--- config.mk ---
export PLATFORM = sky130hd
export DESIGN_NAME = gol_next_gen
export DESIGN_NICKNAME = d
export VERILOG_FILES = /design/src/rtl/gol_pkg.sv /design/src/rtl/gol_row_rule.sv /design/src/rtl/gol_next_gen.sv
export SDC_FILE = /design/constraint.sdc
export NUM_CORES = 1
export LEC_CHECK = 0
export BUFFER_PORTS_ARGS = -buffer_cell sky130_fd_sc_hd__buf_2
export CORE_MARGIN = 4
export CORE_UTILIZATION = 55
export CTS_BUF_LIST = sky130_fd_sc_hd__clkbuf_4 sky130_fd_sc_hd__clkbuf_8 sky130_fd_sc_hd__clkbuf_16
export CTS_CLUSTER_SIZE = 24
export DETAILED_ROUTE_END_ITERATION = 8
export PLACE_DENSITY_LB_ADDON = 0.1
export SLEW_MARGIN = 15
export SYNTH_ARGS = -nofsm -noshare
export SYNTH_HDL_FRONTEND = slang
export SYNTH_SLANG_ARGS = --single-unit
--- constraint.sdc ---
create_clock -name ph2 -period 4.3 [get_ports ph2]
set_input_delay 0.86 -clock ph2 [delete_from_list [all_inputs] [get_ports ph2]]
set_output_delay 0.86 -clock ph2 [all_outputs]
set_load 0.005 [all_outputs]
--- src/rtl/gol_pkg.sv ---
// Shared types and helpers for the Game of Life generation sequencer.
// The GOL_TORUS_EN macro (see gol_row_rule / gol_next_gen) selects toroidal wrap.
package gol_pkg;

  localparam int GOL_WIDTH   = 8;
  localparam int GOL_REGBITS = 3;

  typedef enum logic [2:0] {
    ST_IDLE     = 3'd0,
    ST_LOAD_PRV = 3'd1,
    ST_LOAD_CUR = 3'd2,
    ST_LOAD_NXT = 3'd3,
    ST_STEP     = 3'd4,
    ST_DONE     = 3'd5
  } gol_state_e;

  function automatic logic gol_rule(input logic alive, input logic [3:0] cnt);
    if (alive) return (cnt == 4'd2) || (cnt == 4'd3);
    else       return (cnt == 4'd3);
  endfunction

endpackage

--- src/rtl/gol_row_rule.sv ---
// Combinational next-generation row from a three-row window.
// GOL_TORUS_EN wraps bit 0 and bit WIDTH-1 into each other; otherwise edges are dead.
module gol_row_rule
  import gol_pkg::*;
#(
  parameter int WIDTH = GOL_WIDTH
) (
  input  logic [WIDTH-1:0] prev_i,
  input  logic [WIDTH-1:0] cur_i,
  input  logic [WIDTH-1:0] nxt_i,
  output logic [WIDTH-1:0] row_o
);

  // Row x sits at ext[WIDTH:1]; ext[0] and ext[WIDTH+1] are the horizontal edge neighbours.
  logic [WIDTH+1:0] p_ext, c_ext, n_ext;
  logic [3:0]       cnt;

`ifdef GOL_TORUS_EN
  assign p_ext = {prev_i[0], prev_i, prev_i[WIDTH-1]};
  assign c_ext = {cur_i[0],  cur_i,  cur_i[WIDTH-1]};
  assign n_ext = {nxt_i[0],  nxt_i,  nxt_i[WIDTH-1]};
`else
  assign p_ext = {1'b0, prev_i, 1'b0};
  assign c_ext = {1'b0, cur_i,  1'b0};
  assign n_ext = {1'b0, nxt_i,  1'b0};
`endif

  always_comb begin
    row_o = '0;
    cnt   = '0;
    for (int i = 0; i < WIDTH; i++) begin
      cnt = 4'(p_ext[i]) + 4'(p_ext[i+1]) + 4'(p_ext[i+2])
          + 4'(c_ext[i])                  + 4'(c_ext[i+2])
          + 4'(n_ext[i]) + 4'(n_ext[i+1]) + 4'(n_ext[i+2]);
      row_o[i] = gol_rule(cur_i[i], cnt);
    end
  end

endmodule

--- src/rtl/gol_next_gen.sv ---
// Generation-step sequencer: sweeps the row store once per start, writing each next-gen row in place.
// GOL_TORUS_EN adds LOAD_PRV and row0_save so the grid wraps vertically and horizontally.
module gol_next_gen
  import gol_pkg::*;
#(
  parameter int WIDTH   = GOL_WIDTH,
  parameter int REGBITS = GOL_REGBITS,
  parameter int CNTW    = 16
) (
  input  logic               ph2,
  input  logic               reset,
  input  logic               start,
  input  logic [WIDTH-1:0]   rd,
  output logic [REGBITS-1:0] ra,
  output logic [REGBITS-1:0] wa,
  output logic [WIDTH-1:0]   wd,
  output logic               regwrite,
  output logic               busy,
  output logic               done,
  output logic [CNTW-1:0]    gen_count
);

  localparam int ROWS = 2**REGBITS;
  localparam logic [REGBITS-1:0] LAST_ROW = REGBITS'(ROWS - 1);

  gol_state_e         state_q, state_d;
  logic [REGBITS-1:0] row_q, row_d;
  logic [WIDTH-1:0]   prev_q, prev_d;
  logic [WIDTH-1:0]   cur_q, cur_d;
  logic [WIDTH-1:0]   nxt_q, nxt_d;
  logic [CNTW-1:0]    gen_count_q, gen_count_d;
`ifdef GOL_TORUS_EN
  logic [WIDTH-1:0]   row0_save_q, row0_save_d;
`endif

  logic [REGBITS-1:0] row_plus2;
  logic               row_plus2_fits;
  logic [WIDTH-1:0]   rule_row;

  assign row_plus2      = row_q + REGBITS'(2);
  assign row_plus2_fits = ({1'b0, row_q} + (REGBITS+1)'(2)) < (REGBITS+1)'(ROWS);

  gol_row_rule #(.WIDTH(WIDTH)) u_rule (
    .prev_i (prev_q),
    .cur_i  (cur_q),
    .nxt_i  (nxt_q),
    .row_o  (rule_row)
  );

  always_comb begin
    state_d     = state_q;
    row_d       = row_q;
    prev_d      = prev_q;
    cur_d       = cur_q;
    nxt_d       = nxt_q;
    gen_count_d = gen_count_q;
`ifdef GOL_TORUS_EN
    row0_save_d = row0_save_q;
`endif
    case (state_q)
      ST_IDLE: begin
        if (start) begin
`ifdef GOL_TORUS_EN
          state_d = ST_LOAD_PRV;
`else
          state_d = ST_LOAD_CUR;
`endif
        end
      end
`ifdef GOL_TORUS_EN
      ST_LOAD_PRV: begin
        prev_d  = rd;
        state_d = ST_LOAD_CUR;
      end
`endif
      ST_LOAD_CUR: begin
        cur_d = rd;
        row_d = '0;
`ifdef GOL_TORUS_EN
        row0_save_d = rd;
`else
        prev_d = '0;
`endif
        state_d = ST_LOAD_NXT;
      end
      ST_LOAD_NXT: begin
        nxt_d   = rd;
        state_d = ST_STEP;
      end
      ST_STEP: begin
        prev_d = cur_q;
        cur_d  = nxt_q;
`ifdef GOL_TORUS_EN
        // The row below the last one is the original row 0, already overwritten in the store.
        if (row_plus2_fits)                    nxt_d = rd;
        else if (row_q == REGBITS'(ROWS - 2))  nxt_d = row0_save_q;
        else                                   nxt_d = '0;
`else
        nxt_d = row_plus2_fits ? rd : '0;
`endif
        if (row_q == LAST_ROW) state_d = ST_DONE;
        else                   row_d   = row_q + REGBITS'(1);
      end
      ST_DONE: begin
        gen_count_d = gen_count_q + CNTW'(1);
        state_d     = ST_IDLE;
      end
      default: state_d = ST_IDLE;
    endcase
  end

  always_ff @(posedge ph2 or negedge reset) begin
    if (!reset) begin
      state_q     <= ST_IDLE;
      row_q       <= '0;
      prev_q      <= '0;
      cur_q       <= '0;
      nxt_q       <= '0;
      gen_count_q <= '0;
`ifdef GOL_TORUS_EN
      row0_save_q <= '0;
`endif
    end else begin
      state_q     <= state_d;
      row_q       <= row_d;
      prev_q      <= prev_d;
      cur_q       <= cur_d;
      nxt_q       <= nxt_d;
      gen_count_q <= gen_count_d;
`ifdef GOL_TORUS_EN
      row0_save_q <= row0_save_d;
`endif
    end
  end

  always_comb begin
    ra = '0;
    case (state_q)
      ST_LOAD_PRV: ra = LAST_ROW;
      ST_LOAD_CUR: ra = '0;
      ST_LOAD_NXT: ra = REGBITS'(1);
      ST_STEP:     ra = row_plus2;
      default:     ra = '0;
    endcase
  end

  assign regwrite  = (state_q == ST_STEP);
  assign wa        = regwrite ? row_q : '0;
  assign wd        = regwrite ? rule_row : '0;
  assign busy      = (state_q != ST_IDLE);
  assign done      = (state_q == ST_DONE);
  assign gen_count = gen_count_q;

endmodule

* After elaboration in Yosys (flattened, before gate mapping)
Index checks and enable logic that the tools add are counted.
** Operators by class
- $mul :: 0
- $lt $le $gt $ge :: 1
- Equality and inequality tests :: 25
- Divide/modulo/power cells :: 0
- $add $sub $neg :: 53
- Bitwise gates (word level) :: 0
- Muxes and demuxes :: 20
- Shifts and indexed selects :: 0
- Reduce and logical (&&, ||, !) cells :: 14
** Operators with widths (count)
- $add A4 B1 Y4 :: 41
- $eq A4 B2 Y1 const B :: 16
- $pmux W8 S2 :: 3
- $add A16 B1 Y16 const B :: 1
- $mux W8 :: 2
- $add A1 B1 Y2 :: 7
- $mux W3 :: 4
- $pmux W3 S4 :: 1
- $eq A3 B3 Y1 const B :: 3
- $pmux W3 S3 :: 1
- $logic_or A1 B1 Y1 :: 8
- $mux W1 :: 8
- $eq A3 B2 Y1 const B :: 2
- $pmux W3 S2 :: 1
- $add A3 B2 Y4 const B :: 1
- $lt A4 B4 Y1 const B :: 1
- $ne A2 B2 Y1 const B :: 2
- $reduce_and A2 Y1 :: 2
- $reduce_bool A2 Y1 :: 2
- $add A2 B1 Y3 :: 1
- $add A3 B1 Y3 const B :: 1
- $add A3 B2 Y3 const B :: 1
- $eq A3 B1 Y1 const B :: 1
- $logic_not A3 Y1 :: 1
- 2 further kinds :: 2
** Storage, ports and cells
- Input port bits :: 11
- Latch bits :: 0
- ROM bits :: 0
- Output and inout port bits :: 33
- Bits in writable memories :: 0
- Memories :: 0
- Bits in registers :: 46

* Longest topological paths before layout
Gate-level depths: netlist of the first run.
- Depth after elaboration :: 11
- Mapped depth :: 11
- Mapped depth without buffers :: 11

* By module
Synthesis of the first run repeated with hierarchy kept, for this count alone.
** Second synthesis, totals
- Cells, all modules :: 317
- Area, all modules :: 3328.2 um^2
** By module, submodules not included
- gol_next_gen :: seq. area each 1151.1 um^2, instances 1, cells each 189, area each 2155.8 um^2
- gol_row_rule :: seq. area each 0.0 um^2, instances 1, cells each 128, area each 1172.4 um^2

* Least setup slack after synthesis of the first run
OpenSTA, ideal clock, no wires.
- Path kind :: register to output
- Start :: register prev_q[2]
- End :: output wd[3]
- Buffers on the path :: 0
- Path slack :: 0.535 ns
- Arrival :: 2.905 ns
- Stages on the path, launching flop included :: 12
- Cell sequence :: dfrtp_1 > ha_1 > inv_1 > fa_1 > fa_1 > inv_1 > fa_1 > inv_1 > fa_1 > a2111oi_0 > a21oi_1 > nor4_1
** Between the ends
- Cells in the longest elaborated chain, start to end :: 11
** Ends and longest elaborated chain
- start, declared :: line gol_next_gen.sv:28 : logic [WIDTH-1:0] prev_q, prev_d;
- start signal, assigned :: line gol_next_gen.sv:126 : prev_q <= prev_d;
- $add A1 B1 Y2 * :: line gol_row_rule.sv:32 : cnt = 4'(p_ext[i]) + 4'(p_ext[i+1]) + 4'(p_ext[i+2])
- $add A4 B1 Y4 * :: line gol_row_rule.sv:32
- $add A4 B1 Y4 * (2 in series) :: line gol_row_rule.sv:33 : + 4'(c_ext[i]) + 4'(c_ext[i+2])
- $add A4 B1 Y4 * (3 in series) :: line gol_row_rule.sv:34 : + 4'(n_ext[i]) + 4'(n_ext[i+1]) + 4'(n_ext[i+2]);
- $eq A4 B2 Y1 (on tied branches) :: line gol_pkg.sv:18, gol_pkg.sv:19
- $logic_or A1 B1 Y1 :: line gol_pkg.sv:18 : if (alive) return (cnt == 4'd2) || (cnt == 4'd3);
- $mux W1 * :: line gol_pkg.sv:18
- $mux W8 * :: line gol_next_gen.sv:149 : assign wd = regwrite ? rule_row : '0;
- end, declared :: line gol_next_gen.sv:16 : output logic [WIDTH-1:0] wd,
Every way passes the cells marked *; elsewhere a longest branch is shown, timed or not.

* Final worst setup path of the first run
- Start :: register prev_q[1]
- End :: output wd[1]
The elaborated chain is that of the path after synthesis.

==> impl_metrics.toml, run 1 <==
[timing]
finalCritPeriodShare_pct = 100.1
worst_slack_ns = -0.005327
worst_slew_margin_rel_pct = 31.04
max_slew.worst_pin.slew_ns = 1.034
layout_min_cycle_time_ns = 4.305
finalHoldViolations = 0
slew_violations = 0
finalClockSkew_ns = 0.007190
max_freq_ghz = 0.2323
holdWs_ns = 0.4791
setup-violations-final = 2
rsz0062_at_grt = "true"

[pwr]
power.static_leakage_uw = 0.001961
ir_drop_v = 0.0004091
p_per_area_nw_per_um2 = 768.2

[placed_design]
place_area_um2 = 3625
hpwl_mm = 4.919
gp_congestion = 0.7484
numPortBuffers = 43

[floorplan]
start_util_pct = 56.55
num_rows = 28
die_h_um = 86.03
dieArea_um2 = 7400
fp.coreArea_um2 = 5921
io_pins = 44
fp.dieW_um = 86.03

[clock_network]
cts_buffers = 5
cts_tree = "yes"
cts.sinks = 46
clkTransAtPathRegs_ns = 0.08
htreeDepth = 2
clk_latency_ns = 0.30
cts_buffer_depth = 2
cts_root_buf = "clkbuf_8"

[global_routing]
antenna_found_initial = 0
grt_pass1_wl_mm = 11.61
overflow = 0
grt_use_total_pct = 19.64
grt_pass1_vias = 2493
grt_max_degree = 47

[layout]
diodes = 0
final_layout_size_suffix_gt1_share_pct = 21.17
multi_input_area_um2 = 1972
nFillCells = 482
final_nets = 457
layout_commonest_cell = "inv_1"
fin_area_um2 = 3875
syn_to_final_growth_pct = 15.73
seq_area_um2 = 1151
final_cell_mix = "inv_1 (69), dfrtp_1 (46), buf_2 (43), nand2_1 (30), ha_1 (24)"

[status]
status = "complete, but fails checks"
violations = "setup timing"

[yosys]
yosysSeqAreaShare_pct = 34.38
syn_avg_cell_area_um2 = 9.790
ys_ff_latch = 46
synth_nets = 407
synth_edf_count = 0
netlist_instances = 342
synthArstFlopShare_pct = 100.0
ys_types = 39
yosysWarnings = 0
syn_area_um2 = 3348
synth_ff_type = "dfrtp_1"

[route]
drt_wl_total_mm = 6.684
drtIter0Drc = 104
drc = 0
routedWlPerCell_um = 14.31
ant_nets = 0
num_vias = 2438
drtPass1Iterations = 4
vias_per_cell = 5.221

[run]
maxCapViolations = 0

[setup_path]
crit_type = "reg2out"
timing.rr.end = "nxt_q[3]"
crit_required_ns = 3.44
rrSetupSlack_ns = 1.76
rr_worst_depth = 5
crit_path_end = "wd[1]"
cp.arrival_ns = 3.45
end_kind = "output port"
timing.rr.start = "state_q[1]"
critPathLaunchType = "register"
crit_start = "prev_q[1]"
path_max_fanout = 3

[worst_hold_path]
hp-class = "reg2reg"
[routing by layer]
| layer | vias up | GRT usage, % | wire length (um) | part of all wire, % |
|---|---|---|---|---|
| met1 | 1197 | 25.55 | 3039 | 45 |
| met2 | 31 | 34.27 | 3358 | 50 |
| met4 | 0 | 4.892 | 77 | 1.2 |
| met3 | 6 | 3.074 | 208 | 3.1 |
| li1 | 1204 | - | - | - |
| met5 | - | 0 | 0 | 0 |
[what timing repair did]
action / in CTS / in global routing
hold buffers: 0 / 0
buffers inserted: 1 / 6
hold endpoints to repair: 0 / 0
pin swaps: 0 / 8
gates resized for setup: 5 / 19
endpoints found under the setup margin: 3 / 6
[synthesized netlist by cell type (2+ instances only)]
master      n  share of area [%]
mux2i_1     9                2.7
a2111oi_0   3               0.78
nor2_1     22                2.5
inv_1      74                8.3
nand4_1     4               0.75
nand2_1    30                3.4
buf_2       2               0.30
nor3_1      2               0.30
and3_1      3               0.56
a22o_1     10                2.6
dfrtp_1    46                 34
a31oi_1     3               0.56
nand3_1     4               0.60
fa_1       29                 17
nor2b_1     5               0.93
a21oi_1     7                1.0
ha_1       25                9.3
xor2_1      5                1.3
a22oi_1     3               0.67
nor4b_1     2               0.52
xnor2_1    10                2.6
clkbuf_1    4               0.45
o21ai_0    19                2.8
nor4_1      6                1.1
[registers in the layout (all words and copies together), names as in the netlist]
name and cells:
nxt_q 8, gen_count 16, row_q 3, prev_q 8, cur_q 8, state_q 3
[kinds of logic (layout without fill, tap and decap cells)]
kind of cell | count (synthesis) | count (layout) | share of synthesized area (%)
AOI/OAI and AO/OA | 48 | 48 | 9.230
xor gates and xnor gates | 15 | 15 | 3.924
adders and majority gates | 54 | 54 | 26.68
buffers and inverters | 81 | 131 | 9.268
DFF | 46 | 46 | 34.38
muxes | 10 | 10 | 3.027
and+or+nand+nor | 88 | 88 | 13.49
[how the worst min path moves through the flow]
stage	start	to	slack, ns	cells after the start
6_report	gen_count[15]	gen_count[15]	0.48	1
5_1_grt	gen_count[13]	gen_count[13]	0.51	1
4_1_cts	gen_count[10]	gen_count[10]	0.49	1
3_5_place_dp	gen_count[10]	gen_count[10]	0.47	1
3_3_place_gp	gen_count[15]	gen_count[15]	0.46	1
2_1_floorplan	gen_count[15]	gen_count[15]	0.47	1
[power breakdown]
part | switching [uW] | leakage (uW) | total, uW | internal [uW]
clock network | 146 | 0.0000573 | 332 | 186
registers | 208 | 0.000607 | 772 | 563
logic | 1050 | 0.00130 | 1870 | 827
[worst max-delay path: stages (launching register included)]
cell and delay, ns:
dfrtp_1 0.44, ha_4 0.28, inv_1 0.05, fa_1 0.50, fa_1 0.43, inv_2 0.08
fa_2 0.24, inv_2 0.05, fa_2 0.36, a2111oi_4 0.20, a21oi_1 0.08, nor4_1 0.29
buf_2 0.16
[area by class of cell]
type,instances,area share [%]
Clock inverter,1,0.7749
Timing Repair Buffer,50,6.910
Sequential cell,46,29.71
Tap cell,75,2.422
Multi-Input combinational cell,215,50.89
Clock buffer,6,2.131
Inverter,74,7.168
[metrics by stage]
stage / instances / worst slack (ns) / TNS (ns) / util (%) / total power, uW
after global placement: 453 / 0.4048 / 0 / 61.22 / 2352
after CTS: 461 / 0.004252 / 0 / 63.48 / 2830
after floorplan: 342 / 0.5353 / 0 / - / 2015
after global routing: 467 / -0.2161 / -0.6873 / 65.45 / 3365
after detailed placement: 453 / 0.3050 / 0 / 61.22 / 2446
final: 467 / -0.005327 / -0.01014 / 65.45 / 2977
Note: power is estimated with default switching activity, not from simulation.
==> run 2: changes to the inputs <==
Settings changed: CORE_UTILIZATION 55 to 58.
==> run 2 against run 1 <==
  * The flow still finishes with violations (setup timing)
  * Combinational power hardly changed
  * Die area is 4.7% lower
  * Global-route usage is 0.72 points higher
  * Routed wire length is 1.2% lower
  * Clock power is 20% lower
  * First-iteration DRC count is 20% lower
  * Total power is 2.2% lower
  * Worst setup slack worse by 0.0064 ns
  * Final area is 1.0% lower
==> impl_metrics.toml, run 2 (same netlist as run 1, synthesis figures left out) <==
[global_routing]
grt_max_degree = 47
overflow = 0
grt_use_total_pct = 20.36
grt_pass1_vias = 2453
grt_pass1_wl_mm = 11.73
antenna_found_initial = 0

[route]
routedWlPerCell_um = 14.29
num_vias = 2453
drt_wl_total_mm = 6.602
vias_per_cell = 5.310
drtPass1Iterations = 4
drc = 0
ant_nets = 0
drtIter0Drc = 83

[timing]
max_freq_ghz = 0.2319
max_slew.worst_pin.slew_ns = 1.034
finalClockSkew_ns = 0.009294
finalCritPeriodShare_pct = 100.3
finalHoldViolations = 0
worst_slack_ns = -0.01173
setup-violations-final = 1
layout_min_cycle_time_ns = 4.312
slew_violations = 0
worst_slew_margin_rel_pct = 31.06
holdWs_ns = 0.4751
rsz0062_at_grt = "true"

[placed_design]
numPortBuffers = 43
placed_cells = 450
gp_congestion = 0.7956
place_area_um2 = 3621
hpwl_mm = 4.895

[floorplan]
num_rows = 27
io_pins = 44
fp.coreArea_um2 = 5540
start_util_pct = 60.43
die_h_um = 83.98
fp.dieW_um = 83.98
dieArea_um2 = 7053

[setup_path]
crit_required_ns = 3.44
critPathLaunchType = "register"
path_max_fanout = 3
end_kind = "output port"
cp.arrival_ns = 3.45
crit_type = "reg2out"

[clock_network]
cts_buffer_depth = 2
clk_latency_ns = 0.30
clkTransAtPathRegs_ns = 0.09
htreeDepth = 2
cts_tree = "yes"
cts_root_buf = "clkbuf_8"
cts.sinks = 46
cts_buffers = 5

[pwr]
switchingPower_uw = 1401
ir_drop_v = 0.0005516
p_per_area_nw_per_um2 = 759.1
combPwrFrac_pct = 64.2
switching_share_pct = 48.12
internal_power_uw = 1510
pwr-share-seq_pct = 26.6
power_uw = 2911
clkPwrFrac_pct = 9.1
power.static_leakage_uw = 0.001943

[layout]
multi_input_area_um2 = 1979
final_nets = 454
final_layout_size_suffix_gt1_share_pct = 22.31
nFillCells = 440
final_cell_mix = "inv_1 (70), dfrtp_1 (43), buf_2 (43), nand2_1 (30), ha_1 (24)"
syn_to_final_growth_pct = 14.54
fin_area_um2 = 3835
largest_register_ffs = 16
diodes = 0
layout_commonest_cell = "inv_1"
fin_cells = 462
postLayoutCoreUtil_pct = 69.22
seq_area_um2 = 1155

[run]
maxCapViolations = 0

[status]
violations = "setup timing"
status = "complete, but fails checks"

[worst_hold_path]
hp-class = "reg2reg"
run 2: changes by cell type in the layout (fill, tap and decap cells not counted), moves of 2 or more:
| cell | previous run | this run |
|---|---|---|
| dfrtp_2 | 0 | 3 |
| buf_4 | 7 | 4 |
| dfrtp_1 | 46 | 43 |
| clkinv_2 | 0 | 2 |
run 2: cell type report:
type                            instances  area share (%)
Multi-Input combinational cell        215           51.62
Sequential cell                        46           30.11
Inverter                               74           7.243
Timing Repair Buffer                   47           6.395
Tap cell                               72           2.349
Clock buffer                            5           1.794
Clock inverter                          3          0.4894
run 2: layer usage:
layer,share of wire [%],global-route usage (%),vias to the layer above
li1,-,-,1199
met1,44,28.45,1188
met2,49,32.61,53
met3,4.7,4.442,13
met4,1.6,4.678,0
met5,0,0,-
run 2: power groups by stage:
stage                     clock [uW]  combinational, uW  sequential [uW]
final                            266               1870              775
after global routing             295               2200              814
after CTS                        276               1680              772
after detailed placement           0               1650              779
after global placement             0               1570              774
after floorplan                    0               1320              700
run 2: worst paths after layout:
path	to	cells past startpoint	slack (ns)	from
hold / removal	gen_count[15]	1	0.48	gen_count[15]
hold reg to reg	gen_count[15]	1	0.48	gen_count[15]
min in group asynchronous	gen_count[10]	1	0.74	reset
setup reg to reg	nxt_q[2]	5	1.83	state_q[1]
max in group asynchronous	prev_q[1]	1	2.87	reset
setup / recovery	wd[4]	11	-0.01	prev_q[4]
run 2: what timing repair did:
action / 4_1_cts / 5_1_grt
resized for setup: 2 / 28
pin swaps: 0 / 8
setup endpoints to repair: 2 / 6
hold buffers: 0 / 0
buffers inserted: 0 / 4
run 2: worst max-delay path, cell delays in order (launching register included):
cell and delay (ns):
dfrtp_2 0.45, buf_4 0.15, ha_1 0.26, inv_1 0.04, fa_1 0.45, fa_1 0.49, inv_1 0.05, fa_1 0.37
inv_1 0.08, fa_1 0.40, nor4_1 0.27, buf_2 0.16
run 2: stage by stage:
| step | setup slack, ns | TNS, ns |
|---|---|---|
| final | -0.01173 | -0.01173 |
| after global routing | -0.1848 | -0.5971 |
| after CTS | 0.001346 | 0 |
| after detailed placement | 0.3190 | 0 |
| after global placement | 0.3945 | 0 |
| after floorplan | 0.5353 | 0 |
==> run 3: changes to the inputs <==
Settings changed: CORE_ASPECT_RATIO set to 1.2.
==> run 3 against run 2 <==
  * The flow now finishes without violations
  * Sequential share of layout area barely moved
  * Routed wire length fell by 1.2%
  * Sequential power fell by 0.6%
  * Maximum frequency rose by 0.80%
  * Critical path type unchanged
==> impl_metrics.toml, run 3 (same netlist as run 1, synthesis figures left out) <==
[status]
status = "finished, final reports clean"

[run]
maxCapViolations = 0

[placed_design]
gp_congestion = 0.8331
numPortBuffers = 43
hpwl_mm = 4.860
dp_slack_ns = 0.2796
placed_cells = 442

[clock_network]
htreeDepth = 2
cts_tree = "yes"
clk_latency_ns = 0.29
cts_buffer_depth = 2
cts.sinks = 46
hold_buffers = 0
clkTransAtPathRegs_ns = 0.08
cts_root_buf = "clkbuf_8"
cts_buffers = 5

[timing]
max_slew.worst_pin.slew_ns = 1.008
rsz0062_at_grt = "true"
slew_violations = 0
worst_slew_margin_rel_pct = 32.83
layout_min_cycle_time_ns = 4.277
finalHoldViolations = 0
finalClockSkew_ns = 0.001457
worst_slack_ns = 0.02262
setup-violations-final = 0
holdWs_ns = 0.4655
finalCritPeriodShare_pct = 99.47
max_freq_ghz = 0.2338

[setup_path]
crit_start = "prev_q[3]"
timing.rr.end = "nxt_q[5]"
end_kind = "output port"
path_max_fanout = 3
timing.rr.start = "state_q[1]"
rr_worst_depth = 5
crit_type = "reg2out"
crit_required_ns = 3.44
rrSetupSlack_ns = 1.86
cp.arrival_ns = 3.42
critPathLaunchType = "register"

[global_routing]
antenna_found_initial = 0
grt_pass1_wl_mm = 11.34
grt_use_total_pct = 19.91
grt_pass1_vias = 2500
grt_max_degree = 47
overflow = 0

[pwr]
switching_share_pct = 46.96
clkPwrFrac_pct = 11.3
pwr-share-seq_pct = 26.7
combPwrFrac_pct = 62.0
internal_power_uw = 1531
p_per_area_nw_per_um2 = 754.2
ir_drop_v = 0.0005122
switchingPower_uw = 1356
power.static_leakage_uw = 0.001952

[layout]
final_cell_mix = "inv_1 (72), dfrtp_1 (45), buf_2 (43), nand2_1 (30)"
postLayoutCoreUtil_pct = 67.98
layout_commonest_cell = "inv_1"
fin_cells = 456
diodes = 0
syn_to_final_growth_pct = 14.31
final_layout_size_suffix_gt1_share_pct = 19.39
final_nets = 456
largest_register_ffs = 16

[route]
drt_wl_total_mm = 6.520
drtIter0Drc = 143
ant_nets = 0
drc = 0
routedWlPerCell_um = 14.30
num_vias = 2460
vias_per_cell = 5.395
drtPass1Iterations = 4

[floorplan]
dieArea_um2 = 7058
start_util_pct = 59.47
num_rows = 30
io_pins = 44
die_h_um = 91.23
fp.coreArea_um2 = 5630
fp.dieW_um = 77.36

[worst_hold_path]
holdPathStages = 1
min_to = "gen_count[15]"
hp-class = "reg2reg"
hp-start = "gen_count[15]"
-- run 3: cell count changes in the layout (fill, tap and decap cells not counted), moves of 2 or more --
cell / previous run / this run
fa_1: 20 / 24
fa_2: 9 / 5
buf_4: 4 / 6
clkinv_2: 2 / 0
dfrtp_1: 43 / 45
dfrtp_2: 3 / 1
inv_1: 70 / 72
inv_2: 4 / 2
-- run 3: critical path, cell delays in order (launching register included) --
cell	delay (ns)
dfrtp_1	0.42
ha_1	0.28
inv_1	0.04
fa_1	0.49
fa_1	0.42
inv_2	0.07
fa_2	0.23
inv_2	0.05
fa_2	0.41
a2111oi_4	0.19
a21oi_1	0.07
nor4_1	0.27
buf_2	0.16
-- run 3: worst max-delay path by stage --
stage	end	slack [ns]
5_1_grt	wd[1]	-0.24
6_report	wd[3]	0.02
3_5_place_dp	wd[3]	0.28
2_1_floorplan	wd[3]	0.54
3_3_place_gp	wd[6]	0.41
4_1_cts	wd[1]	0.002
-- run 3: area by class of cell --
type                            count  area (um2)
Timing Repair Buffer               49       260.3
Inverter                           74       277.8
Clock buffer                        6       76.32
Fill cell                         433        1803
Sequential cell                    46        1152
Multi-Input combinational cell    215        1943
Tap cell                           64       80.08
Clock inverter                      2       37.54
-- run 3: repair_timing --
| item | 4_1_cts | 5_1_grt |
|---|---|---|
| setup buffers | 3 | 3 |
| gates resized for setup | 4 | 12 |
| pin swaps | 0 | 7 |
| endpoints found under the setup margin | 2 | 6 |
| gates cloned | 0 | 0 |
-- run 3: per-layer routing --
layer	GRT usage (%)	up-vias	routed length, um
met4	5.935	0	95
met5	0	-	0
met1	25.51	1209	2955
met2	34.29	43	3212
met3	3.571	9	257
li1	-	1199	-
-- run 3: power by group through the flow --
stage / registers, uW / clock network, uW / logic (uW)
2_1_floorplan: 700 / 0 / 1320
3_3_place_gp: 772 / 0 / 1570
3_5_place_dp: 776 / 0 / 1670
4_1_cts: 767 / 335 / 1720
5_1_grt: 796 / 354 / 2120
6_report: 770 / 326 / 1790
-- run 3: metrics by stage --
stage	instance area, um2	power, uW	TNS [ns]
after global routing	3827	3273	-0.8075
after floorplan	3348	2015	0
after CTS	3760	2820	0
after detailed placement	3611	2446	0
final	3827	2887	0
after global placement	3611	2342	0
